**config.mk**
```make
export PLATFORM = sky130hd
export DESIGN_NAME = spi_slave_regbus
export DESIGN_NICKNAME = d
export VERILOG_FILES = /design/src/rtl/spi_slave_regbus.sv
export SDC_FILE = /design/constraint.sdc
export NUM_CORES = 1
export LEC_CHECK = 0
export ABC_AREA = 1
export CAP_MARGIN = 20
export CELL_PAD_IN_SITES_DETAIL_PLACEMENT = 1
export CELL_PAD_IN_SITES_GLOBAL_PLACEMENT = 1
export CORE_UTILIZATION = 45
export CTS_BUF_LIST = sky130_fd_sc_hd__clkbuf_16
export CTS_CLUSTER_SIZE = 20
export DETAILED_ROUTE_END_ITERATION = 6
export PLACE_DENSITY = 0.9
export SYNTH_ARGS = -nofsm -noshare
export SYNTH_HDL_FRONTEND = slang
export SYNTH_SLANG_ARGS = --single-unit
```
**constraint.sdc**
```tcl
create_clock -name clock -period 3.9 [get_ports clock]
set_input_delay 0.78 -clock clock [delete_from_list [all_inputs] [get_ports clock]]
set_output_delay 0.78 -clock clock [all_outputs]
set_load 0.05 [all_outputs]
```
**src/rtl/spi_slave_regbus.sv**
```systemverilog
// SPI mode-0 slave to register-bus bridge: oversampled SPI pins, even-parity header, same-frame read data.
// Define SPI_BURST_EN to let a frame carry consecutive data words at auto-incrementing addresses.
module spi_slave_regbus #(
  parameter int ADDR_W      = 6,
  parameter int DATA_W      = 8,
  parameter int RD_LAT      = 1,
  parameter int SYNC_STAGES = 2
) (
  input  logic              clock,
  input  logic              reset_n,
  input  logic              spi_clk,
  input  logic              cs_n,
  input  logic              mosi,
  output logic              miso,
  output logic [ADDR_W-1:0] address,
  output logic              write_en,
  output logic [DATA_W-1:0] wr_data,
  output logic              read_en,
  input  logic [DATA_W-1:0] rd_data,
  output logic              parity_err,
  output logic              frame_err,
  output logic              busy
);

  localparam int HDR_W = 2 + ADDR_W;
  localparam int MAX_W = (HDR_W > DATA_W) ? HDR_W : DATA_W;
  localparam int CNT_W = $clog2(MAX_W);
  localparam int LAT_W = $clog2(RD_LAT + 1);

  typedef enum logic [2:0] {IDLE, HDR, RD_FETCH, DATA, DONE} state_t;

  logic [SYNC_STAGES-1:0] sclk_sync_reg, csn_sync_reg, mosi_sync_reg;
  logic spi_rise, spi_fall, cs_fall, cs_rise, mosi_bit;

  state_t            state_reg, state_next;
  logic [CNT_W-1:0]  bit_cnt_reg, bit_cnt_next;
  logic [HDR_W-1:0]  hdr_sr_reg, hdr_sr_next;
  logic [DATA_W-1:0] data_sr_reg, data_sr_next;
  logic [DATA_W-1:0] shift_out_reg, shift_out_next;
  logic              miso_reg, miso_next;
  logic [ADDR_W-1:0] address_reg, address_next;
  logic [DATA_W-1:0] wr_data_reg, wr_data_next;
  logic              write_en_reg, write_en_next;
  logic              wr_pend_reg, wr_pend_next;
  logic              read_en_reg, read_en_next;
  logic              rd_pend_reg, rd_pend_next;
  logic [LAT_W-1:0]  lat_cnt_reg, lat_cnt_next;
  logic              parity_err_reg, parity_err_next;
  logic              frame_err_reg, frame_err_next;
  logic              rw_reg, rw_next;
  logic              word_done_reg, word_done_next;

  logic [HDR_W-1:0]  hdr_word;
  logic [DATA_W-1:0] data_word;
  logic              pending;
  logic              completing;

  always_ff @(posedge clock or negedge reset_n) begin
    if (!reset_n) begin
      sclk_sync_reg <= '0;
      csn_sync_reg  <= '1;
      mosi_sync_reg <= '0;
    end else begin
      sclk_sync_reg <= {sclk_sync_reg[SYNC_STAGES-2:0], spi_clk};
      csn_sync_reg  <= {csn_sync_reg[SYNC_STAGES-2:0], cs_n};
      mosi_sync_reg <= {mosi_sync_reg[SYNC_STAGES-2:0], mosi};
    end
  end

  // Edges compare the two oldest stages; mosi is taken from the same stage as the new spi_clk level.
  assign spi_rise = sclk_sync_reg[SYNC_STAGES-2] & ~sclk_sync_reg[SYNC_STAGES-1];
  assign spi_fall = ~sclk_sync_reg[SYNC_STAGES-2] & sclk_sync_reg[SYNC_STAGES-1];
  assign cs_fall  = ~csn_sync_reg[SYNC_STAGES-2] & csn_sync_reg[SYNC_STAGES-1];
  assign cs_rise  = csn_sync_reg[SYNC_STAGES-2] & ~csn_sync_reg[SYNC_STAGES-1];
  assign mosi_bit = mosi_sync_reg[SYNC_STAGES-2];

  assign hdr_word  = {hdr_sr_reg[HDR_W-2:0], mosi_bit};
  assign data_word = {data_sr_reg[DATA_W-2:0], mosi_bit};

  // A frame is cut short unless the chip select rises on a word boundary after a finished word.
  assign pending = (state_reg == HDR) ||
                   (((state_reg == RD_FETCH) || (state_reg == DATA)) &&
                    ((bit_cnt_reg != '0) || !word_done_reg));

  always_comb begin
    state_next      = state_reg;
    bit_cnt_next    = bit_cnt_reg;
    hdr_sr_next     = hdr_sr_reg;
    data_sr_next    = data_sr_reg;
    shift_out_next  = shift_out_reg;
    miso_next       = miso_reg;
    address_next    = address_reg;
    wr_data_next    = wr_data_reg;
    rw_next         = rw_reg;
    word_done_next  = word_done_reg;
    lat_cnt_next    = lat_cnt_reg;
    wr_pend_next    = 1'b0;
    write_en_next   = wr_pend_reg;
    rd_pend_next    = 1'b0;
    read_en_next    = rd_pend_reg;
    parity_err_next = 1'b0;
    frame_err_next  = 1'b0;
    completing      = 1'b0;

    if (read_en_reg) begin
      lat_cnt_next = LAT_W'(1);
    end else if (lat_cnt_reg != '0) begin
      lat_cnt_next = (lat_cnt_reg == LAT_W'(RD_LAT)) ? '0 : lat_cnt_reg + LAT_W'(1);
    end

    case (state_reg)
      IDLE: begin
        if (cs_fall) begin
          state_next     = HDR;
          bit_cnt_next   = '0;
          hdr_sr_next    = '0;
          data_sr_next   = '0;
          shift_out_next = '0;
          word_done_next = 1'b0;
          miso_next      = 1'b0;
        end
      end
      HDR: begin
        if (spi_rise) begin
          hdr_sr_next = hdr_word;
          if (bit_cnt_reg == CNT_W'(HDR_W - 1)) begin
            bit_cnt_next = '0;
            if (^hdr_word) begin
              parity_err_next = 1'b1;
              state_next      = DONE;
            end else begin
              address_next = hdr_word[ADDR_W-1:0];
              rw_next      = hdr_word[HDR_W-1];
              if (hdr_word[HDR_W-1]) begin
                rd_pend_next = 1'b1;
                state_next   = RD_FETCH;
              end else begin
                state_next = DATA;
              end
            end
          end else begin
            bit_cnt_next = bit_cnt_reg + CNT_W'(1);
          end
        end else if (spi_fall) begin
          miso_next = 1'b0;
        end
      end
      RD_FETCH: begin
        if (lat_cnt_reg == LAT_W'(RD_LAT)) begin
          shift_out_next = rd_data;
          state_next     = DATA;
        end
      end
      DATA: begin
        if (spi_rise) begin
          data_sr_next = data_word;
          if (bit_cnt_reg == CNT_W'(DATA_W - 1)) begin
            bit_cnt_next   = '0;
            word_done_next = 1'b1;
            completing     = 1'b1;
            if (!rw_reg) begin
              wr_data_next = data_word;
              wr_pend_next = 1'b1;
            end
`ifdef SPI_BURST_EN
            if (!cs_rise) begin
              address_next = address_reg + ADDR_W'(1);
              if (rw_reg) begin
                rd_pend_next = 1'b1;
                state_next   = RD_FETCH;
              end
            end
`else
            state_next = DONE;
`endif
          end else begin
            bit_cnt_next = bit_cnt_reg + CNT_W'(1);
          end
        end else if (spi_fall) begin
          if (rw_reg) begin
            miso_next      = shift_out_reg[DATA_W-1];
            shift_out_next = {shift_out_reg[DATA_W-2:0], 1'b0};
          end else begin
            miso_next = 1'b0;
          end
        end
      end
      DONE: begin
        miso_next = 1'b0;
      end
      default: state_next = IDLE;
    endcase

    if (cs_rise) begin
      state_next   = IDLE;
      miso_next    = 1'b1;
      rd_pend_next = 1'b0;
      if (pending && !completing) begin
        frame_err_next = 1'b1;
      end
    end
  end

  always_ff @(posedge clock or negedge reset_n) begin
    if (!reset_n) begin
      state_reg      <= IDLE;
      bit_cnt_reg    <= '0;
      hdr_sr_reg     <= '0;
      data_sr_reg    <= '0;
      shift_out_reg  <= '0;
      miso_reg       <= 1'b1;
      address_reg    <= '0;
      wr_data_reg    <= '0;
      write_en_reg   <= 1'b0;
      wr_pend_reg    <= 1'b0;
      read_en_reg    <= 1'b0;
      rd_pend_reg    <= 1'b0;
      lat_cnt_reg    <= '0;
      parity_err_reg <= 1'b0;
      frame_err_reg  <= 1'b0;
      rw_reg         <= 1'b0;
      word_done_reg  <= 1'b0;
    end else begin
      state_reg      <= state_next;
      bit_cnt_reg    <= bit_cnt_next;
      hdr_sr_reg     <= hdr_sr_next;
      data_sr_reg    <= data_sr_next;
      shift_out_reg  <= shift_out_next;
      miso_reg       <= miso_next;
      address_reg    <= address_next;
      wr_data_reg    <= wr_data_next;
      write_en_reg   <= write_en_next;
      wr_pend_reg    <= wr_pend_next;
      read_en_reg    <= read_en_next;
      rd_pend_reg    <= rd_pend_next;
      lat_cnt_reg    <= lat_cnt_next;
      parity_err_reg <= parity_err_next;
      frame_err_reg  <= frame_err_next;
      rw_reg         <= rw_next;
      word_done_reg  <= word_done_next;
    end
  end

  assign miso       = miso_reg;
  assign address    = address_reg;
  assign wr_data    = wr_data_reg;
  assign write_en   = write_en_reg;
  assign read_en    = read_en_reg;
  assign parity_err = parity_err_reg;
  assign frame_err  = frame_err_reg;
  assign busy       = (state_reg != IDLE);

endmodule
```
=== After elaboration in Yosys (flattened, before gate mapping) ===
Cells that the tools add are included.

* Register bits after elaboration: 57
* Logic and storage cells: 137
* Output and inout bits: 20

* Eq/ne operators: 25
* Add/sub/neg operators: 1
* Bitwise operators: 10
* Reduce and logical (&&, ||, !) cells: 26
* Mux-type cells: 55

{| class="wikitable"
|+ Operators by type and width
! kind !! number
|-
| $mux W8 || 5
|-
| $mux W3 || 11
|-
| $mux W1 || 30
|-
| $pmux W7 S2 || 2
|-
| $ne A3 B3 Y1 const B || 8
|-
| $pmux W8 S3 || 1
|-
| $ne A2 B2 Y1 const B || 8
|-
| $pmux W3 S5 || 1
|-
| $mux W7 || 2
|-
| $reduce_and A4 Y1 || 3
|-
| $reduce_and A6 Y1 || 2
|-
| $reduce_and A3 Y1 || 3
|-
| $reduce_bool A3 Y1 || 3
|-
| $reduce_xor A8 Y1 || 1
|-
| $reduce_and A7 Y1 || 1
|-
| $eq A3 B2 Y1 const B || 2
|-
| $eq A3 B3 Y1 const B || 2
|-
| $ne A3 B2 Y1 const B || 2
|-
| $not A1 Y1 || 6
|-
| $pmux W3 S2 || 1
|-
| $reduce_bool A2 Y1 || 3
|-
| $reduce_bool A5 Y1 || 1
|-
| $and A1 B1 Y1 || 4
|-
| $ne A2 B1 Y1 const B || 2
|-
| 9 further kinds || 13
|}

=== Longest topological paths before layout ===
Gate-level depths: netlist (run 1).

* Depth in word-level cells: 8
* Mapped depth: 13
* Gate-level depth less buffers: 12

=== Least setup slack after synthesis (run 1) ===
No wires, ideal clock.

* Path kind: register -> register
* Start: register state_reg[2]
* End: register shift_out_reg[0]
* Setup slack: 2.107 ns
* Data required time: 3.833 ns
* Setup time: 0.067 ns
* Period minus slack after synthesis: 1.793 ns
* Stages on the path, launching flop included: 9
* Data arrival time: 1.726 ns
* Cells stage by stage: dfrtp_1 -> buf_2 -> nor2_1 -> nand2_1 -> o22ai_1 -> clkinv_1 -> nand2_2 -> nand2_1 -> nand2_1

* Longest elaborated chain between the ends: 3

{| class="wikitable"
|+ Ends and longest elaborated chain
! element !! line !! text
|-
| from (decl) || 35 || <nowiki>state_t state_reg, state_next;</nowiki>
|-
| from (signal assigned) || 224 || <nowiki>state_reg <= state_next;</nowiki>
|-
| $eq A3 B2 Y1 or $logic_not A3 Y1 (tied branches) || 111 || <nowiki>case (state_reg)</nowiki>
|-
| $ne A2 B2 Y1 (no line) or $reduce_bool A3 Y1 (tied branches) || - ||
|-
| $reduce_and A6 Y1 (no line) || - ||
|-
| to (signal assigned) || 228 || <nowiki>shift_out_reg <= shift_out_next;</nowiki>
|-
| to (decl) || 39 || <nowiki>logic [DATA_W-1:0] shift_out_reg, shift_out_next;</nowiki>
|}

Parallel ways exist; a longest one is shown, timed or not.
A chain may end at the register's enable or synchronous reset.

=== Worst setup path after layout (run 1) ===
* Start: register state_reg[1]
* End: output port busy

* Longest elaborated chain between the ends: 1

{| class="wikitable"
|+ Ends and longest elaborated chain
! element !! line !! text
|-
| $reduce_bool A3 Y1 || 251 || <nowiki>assign busy = (state_reg != IDLE);</nowiki>
|-
| to (decl) || 22 || <nowiki>output logic busy</nowiki>
|}

Every way passes these cells.

==> metrics.md, run 1 <==
| Metric | Value |
|---|---|
| Gpl congestion | 0.833 |
| VDD IR-drop max | roughly 340 uV |
| # clock sinks | 57 |
| Pleak | 1.59 nW |
| Routed vias/inst | approximately 5.3 |
| Synth Area in Compound Gates | around 14% |
| CP max FO | 6 |
| Seq/Total Area, Yosys | a little over half |
| Gr usage total | 24.6% |
| Drt drc | 0 |
| Fmax | ~0.37 GHz |
| Ant diodes | 0 |
| Synth Area in XOR/XNOR | 0% |
| Syn Area/Cell | between 9 and 10 um2 |
| HP Class | reg2reg |
| Post-Synth Adder-Cell Area | 2.37% |
| Initial antenna violation count | 0 |
| Hold EP | read_en |
| Register Area | about 1400 um2 |
| Width of the chip | a little under 80 um |
| Worst EP required | roughly 3100 ps |
| Drt pass-1 iters | 4 |
| # setup viols final | 0 |
| CTS root buffer | clkbuf_16 |
| Largest family of logic cells by synthesized area | simple AND/OR/NAND/NOR gates |
| Post-synthesis mux area share | 0% |
| CTS Buffer Depth | 2 |
| First-pass GRT wire length | around 11 mm |
| Depth of the worst hold-timing path | 0 |
| I/O pins | 33 |
| Clock skew | 8.41 ps |
| Ys async rst share | between 90% and 100% |
| Area grow syn2layout | 23.8% |
| Worst reg2reg path depth | 8 |
| RSZ-0062 raised after global routing | no |
| Number of port buffers | 32 |
| # rows | 27 |
| Drt first-iter violations | 97 |
| Mapped Area | between 2000 and 3000 um2 |
| Die area | roughly 6000 um2 |
| Final Hold Vio Count | 0 |
| Worst slew pin tran | 843 ps |
| Pwr dens | a little over 600 nW/um2 |
| Vias | between 2000 and 2500 |
| Total negative slack | 0 ps |
| Critical path origin | state_reg[1] |
| Synth warn | 0 |
| Most frequent cells after synthesis | 89 x nand2_1, 54 x dfrtp_1, 37 x inv_1 |
| Post-synth top area share | a little over 50% |
| Total routed wirelength | around 6.5 mm |
| Tot Pwr | approximately 2 mW |
| HPWL Detailed | between 4 and 5 mm |
| Synthesized Nets | roughly 310 |
| Primary FF master, synth | dfrtp_1 |
| Clock period minus worst slack | roughly 2700 ps |
| Core Area | ~5600 um2 |
| Relative slew slack | a little over two fifths |
| Critical Path Start Type | flop |
| Min-delay src | rd_pend_reg |
| Reg2Reg Setup Slack | 1990 ps |
| Setup Fix Bufs, Post-CTS | 0 |
| #FFs+latches synth | 57 |
| Die H | approximately 79 um |
| Fin. max-slew vios | 0 |
| Clk slew on worst S/H paths | approximately 50 ps |
| Routed length per instance | roughly 16 um |
| Most frequent cell after synthesis | nand2_1 |
| Simple logic cell fraction of the synthesized area | ~22% |
| Synth cell types | 26 |
| Number of max-cap violations | 0 |
| Crit Path Class | reg2out |
| FILL cells | about 640 |
| Clk_lat worst skew | between 300 and 400 ps |
| Pin count of the biggest net entering global routing | 38 |
| WP data arrival | around 1900 ps |
| EDFF count, synth | 0 |
| Endpoint type of the worst setup path | output pin |
| FF-to-FF Start | state_reg[2] |
| Reg2reg end | wr_data[1] |
| CTS tree | yes |
| Period utilisation layout | between 60% and 70% |
| Status | finished, final reports clean |
| Antenna viol nets, final | 0 |
| Htree depth | 3 |
| Vias in the first global route | about 2300 |
| Initial Util | 47.3% |
| Area leader, netlist | dfrtp_1 |
| Synth top area cells | dfrtp_1 51%, nand2_1 13%, inv_1 5.3% |
| Hold_buf cts | 0 |
| Footprint of the multi-input gates | around 1000 um2 |
| Layout cell share with drive strength beyond 1 | between 10% and 20% |
| Nets | 347 |
| Total gr overflow | 0 |
| Num CTS Buffers | 9 |
| Post-CTS resize count | 0 |
| Synth Instances | 289 |
==> logic make-up after synthesis <==
logic type	Yosys count
AOI/OAI and AO/OA	50
adders and majority gates	5
DFF	57
and+or+nand+nor	132
buffers and inverters	45
==> where the power goes <==
group          internal (mW)  switching, mW
clock                  0.415          0.261
combinational          0.165          0.412
sequential             0.665         0.0638
total                   1.24          0.737
==> how the worst max path moves through the flow <==
stage          cells after the start  slack [ps]          endpoint
5_1_grt                            3        1140              busy
3_5_place_dp                       3        1560              busy
3_3_place_gp                       3        1620              busy
2_1_floorplan                      8        2110  shift_out_reg[0]
4_1_cts                            3        1210              busy
6_report                           3        1220              busy
==> layout by cell type, fill, tap and decap left out, types with 3 or more instances in the layout <==
cell type        synthesis  final
nand2_1                 89     89
dfrtp_1                 54     54
inv_1                   37     38
clkdlybuf4s50_1          0     31
nand3_1                 20     20
o21ai_0                 15     15
o21ai_2                 15     15
nor2_1                  10     10
clkbuf_16                0      9
o22ai_1                  8      8
a22o_1                   7      7
ha_1                     5      5
nor2_4                   4      4
clkinv_2                 0      4
inv_2                    3      3
nand4_1                  3      3
dfstp_2                  3      3
==> worst max-delay path, stage by stage (launching register included) <==
cell and delay (ps):
dfrtp_1 470, inv_1 140, nand2_1 150, clkdlybuf4s50_1 820
==> metal layers <==
| metal | GRT usage (%) | vias up | part of all wire [%] |
|---|---|---|---|
| li1 | - | 1019 | - |
| met1 | 27.6 | 1074 | 41 |
| met2 | 41.7 | 35 | 53 |
| met3 | 8.02 | 19 | 3.4 |
| met4 | 12.4 | 0 | 3.2 |
| met5 | 0 | - | 0 |
==> through the flow <==
| stage | hold slack (ps) | utilization [%] | setup WS [ps] | cells | cell area [um2] |
|---|---|---|---|---|---|
| finish | 348 | 58.5 | 1220 | 405 | 3260 |
| global route | 365 | 58.5 | 1140 | 405 | 3260 |
| CTS | 351 | 58.5 | 1210 | 405 | 3260 |
| detailed placement | 338 | 54.0 | 1560 | 390 | 3010 |
| global placement | 331 | 54.0 | 1620 | 390 | 3010 |
| floorplan | 331 | - | 2110 | 289 | 2640 |
==> layout make-up <==
cell class	instances	area share, %
flip-flops and latches	57	43.8
clock buffers	9	6.90
multi-input cells	187	31.0
clock inverters	6	0.844
inverters	41	4.72
well taps	72	2.76
repair buffers	33	9.90
No activity file was read; power rests on OpenSTA's default activity.
==> run 2: changes to the inputs <==
--- a/config.mk
+++ b/config.mk
@@ -9,11 +9,11 @@
 export CAP_MARGIN = 20
 export CELL_PAD_IN_SITES_DETAIL_PLACEMENT = 1
 export CELL_PAD_IN_SITES_GLOBAL_PLACEMENT = 1
-export CORE_UTILIZATION = 45
+export CORE_UTILIZATION = 42
 export CTS_BUF_LIST = sky130_fd_sc_hd__clkbuf_16
 export CTS_CLUSTER_SIZE = 20
 export DETAILED_ROUTE_END_ITERATION = 6
-export PLACE_DENSITY = 0.9
+export PLACE_DENSITY = 0.85
 export SYNTH_ARGS = -nofsm -noshare
 export SYNTH_HDL_FRONTEND = slang
 export SYNTH_SLANG_ARGS = --single-unit
==> constraint.sdc (replaced) <==
create_clock -name clock -period 2.8 [get_ports clock]
set_input_delay 0.56 -clock clock [delete_from_list [all_inputs] [get_ports clock]]
set_output_delay 0.56 -clock clock [all_outputs]
set_load 0.05 [all_outputs]
==> metrics.md, run 2 (synthesis gave the netlist of run 1 again) <==
| Metric | Value |
|---|---|
| Endpoint type of the worst setup path | output pin |
| Most frequent cells in the layout | 89 x nand2_1, 54 x dfrtp_1, 40 x inv_1 |
| Die area | about 6600 um2 |
| # clock sinks | between 50 and 60 |
| Vias in the first global route | roughly 2300 |
| Total routed wirelength | approximately 6.4 mm |
| Total gr overflow | 0 |
| WHS | roughly 350 ps |
| Worst EP required | approximately 2200 ps |
| Antenna viol nets, final | 0 |
| Met1 wire length | approximately 2.8 mm |
| Routed length per instance | 15.6 um |
| Gpl congestion | approximately 0.82 |
| Clock skew | about 6 ps |
| Status | finished, final reports clean |
| Relative slew slack | a little under two fifths |
| Critical path's slowest cell | clkdlybuf4s50_1 |
| WP data arrival | around 1900 ps |
| Clk slew on worst S/H paths | ~50 ps |
| CP delay by family, top | buffers and inverters |
| Routed met2 length | between 3 and 4 mm |
| Met3 Routed Length | 161 um |
| Crit Path Class | reg2out |
| HP Class | reg2reg |
| CTS Buffer Depth | 2 |
| CTS root buffer | clkbuf_16 |
| Num CTS Buffers | 9 |
| Width of the chip | ~81 um |
| VDD IR-drop max | roughly 400 uV |
| Clk_lat worst skew | 330 ps |
| Htree depth | 3 |
| Total negative slack | 0 ps |
| Core Area | 5990 um2 |
| Pwr dens | around 890 nW/um2 |
| Worst Path Buf+Inv | 1 |
| Initial Util | between 40% and 50% |
| Drt drc | 0 |
| Period utilisation layout | 88.1% |
| Gr usage total | about 22% |
| I/O pins | 33 |
| Largest stage delay, worst path | 820 ps |
| Worst-path cell chain | nor2_1, nand2_1, clkdlybuf4s50_1 |
| Pleak | 1.62 nW |
| Hold_buf cts | 0 |
| Commonest non-fill, non-tap cell in the layout | nand2_1 |
| Clock period minus worst slack | 2470 ps |
| First-pass GRT wire length | 10.6 mm |
| CTS tree | yes |
| Ant diodes | 0 |
| Pin count of the biggest net entering global routing | between 40 and 50 |
| Initial antenna violation count | 0 |
| Nets | 348 |
| Final Hold Vio Count | 0 |
| Area grow syn2layout | 26.2% |
| Setup Fix Bufs, Post-CTS | 0 |
| Worst slew pin tran | ~930 ps |
| Vias | 2144 |
| Post-CTS resize count | 0 |
| Fmax | a little over 0.4 GHz |
| Drt pass-1 iters | 4 |
| HPWL Detailed | between 4 and 5 mm |
| Critical Path Start Type | flop |
| Drt first-iter violations | between 150 and 200 |
| Routed vias/inst | between 5 and 6 |
| Number of port buffers | 32 |
| RSZ-0062 raised after global routing | no |
| CP max FO | 7 |
| Top Layer Used | met4 |
| # setup viols final | 0 |
| # rows | 28 |
| Die H | about 81 um |
| Layout cell share with drive strength beyond 1 | 13.7% |
| Number of max-cap violations | 0 |
| Fin. max-slew vios | 0 |
[run 2: cell count changes in the layout (fill, tap and decap cells not counted), sizes merged]
cell and delta:
clkinv -3, buf +1, bufinv +2, inv +2
[run 2: report_power, final]
part           total, mW  internal (mW)  switching, mW  leakage (nW)
Sequential          1.02          0.926         0.0913         0.774
Combinational      0.815          0.231          0.584         0.686
Clock               1.12          0.761          0.360         0.158
Total               2.95           1.92           1.04          1.62
[run 2: layout make-up]
| class | instances | area [um2] |
|---|---|---|
| multi-input combinational | 187 | 1010 |
| clock buffer | 9 | 225 |
| fill | 692 | 2670 |
| inverter | 41 | 154 |
| clock inverter | 7 | 78.8 |
| timing repair buffer | 34 | 330 |
| sequential | 57 | 1430 |
| tap | 75 | 93.8 |
[run 2: worst paths after layout]
kind,to,cells after the start,startpoint,slack (ps)
setup / recovery,busy,3,state_reg[2],330
hold / removal,write_en,0,wr_pend_reg,350
setup reg to reg,hdr_sr_reg[5],8,state_reg[0],880
hold reg to reg,write_en,0,wr_pend_reg,350
max in group asynchronous,rw_reg,2,reset_n,1700
min in group asynchronous,shift_out_reg[3],1,reset_n,370
[run 2: per-layer routing]
| metal | global-route usage [%] | up-vias |
|---|---|---|
| met4 | 14.5 | 0 |
| met1 | 25.8 | 1072 |
| met2 | 37.1 | 37 |
| met5 | 0 | - |
| li1 | - | 1017 |
| met3 | 3.82 | 18 |
[run 2: per-stage QoR]
| stage | utilization, % | instances | setup WS, ps | cell area, um2 | power (mW) |
|---|---|---|---|---|---|
| final | 55.5 | 410 | 334 | 3320 | 2.95 |
| after global routing | 55.5 | 410 | 271 | 3320 | 3.10 |
| after CTS | 55.5 | 410 | 328 | 3320 | 2.97 |
| after detailed placement | 50.4 | 394 | 698 | 3020 | 1.81 |
| after global placement | 50.4 | 394 | 736 | 3020 | 1.78 |
| after floorplan | - | 289 | 1010 | 2640 | 1.58 |
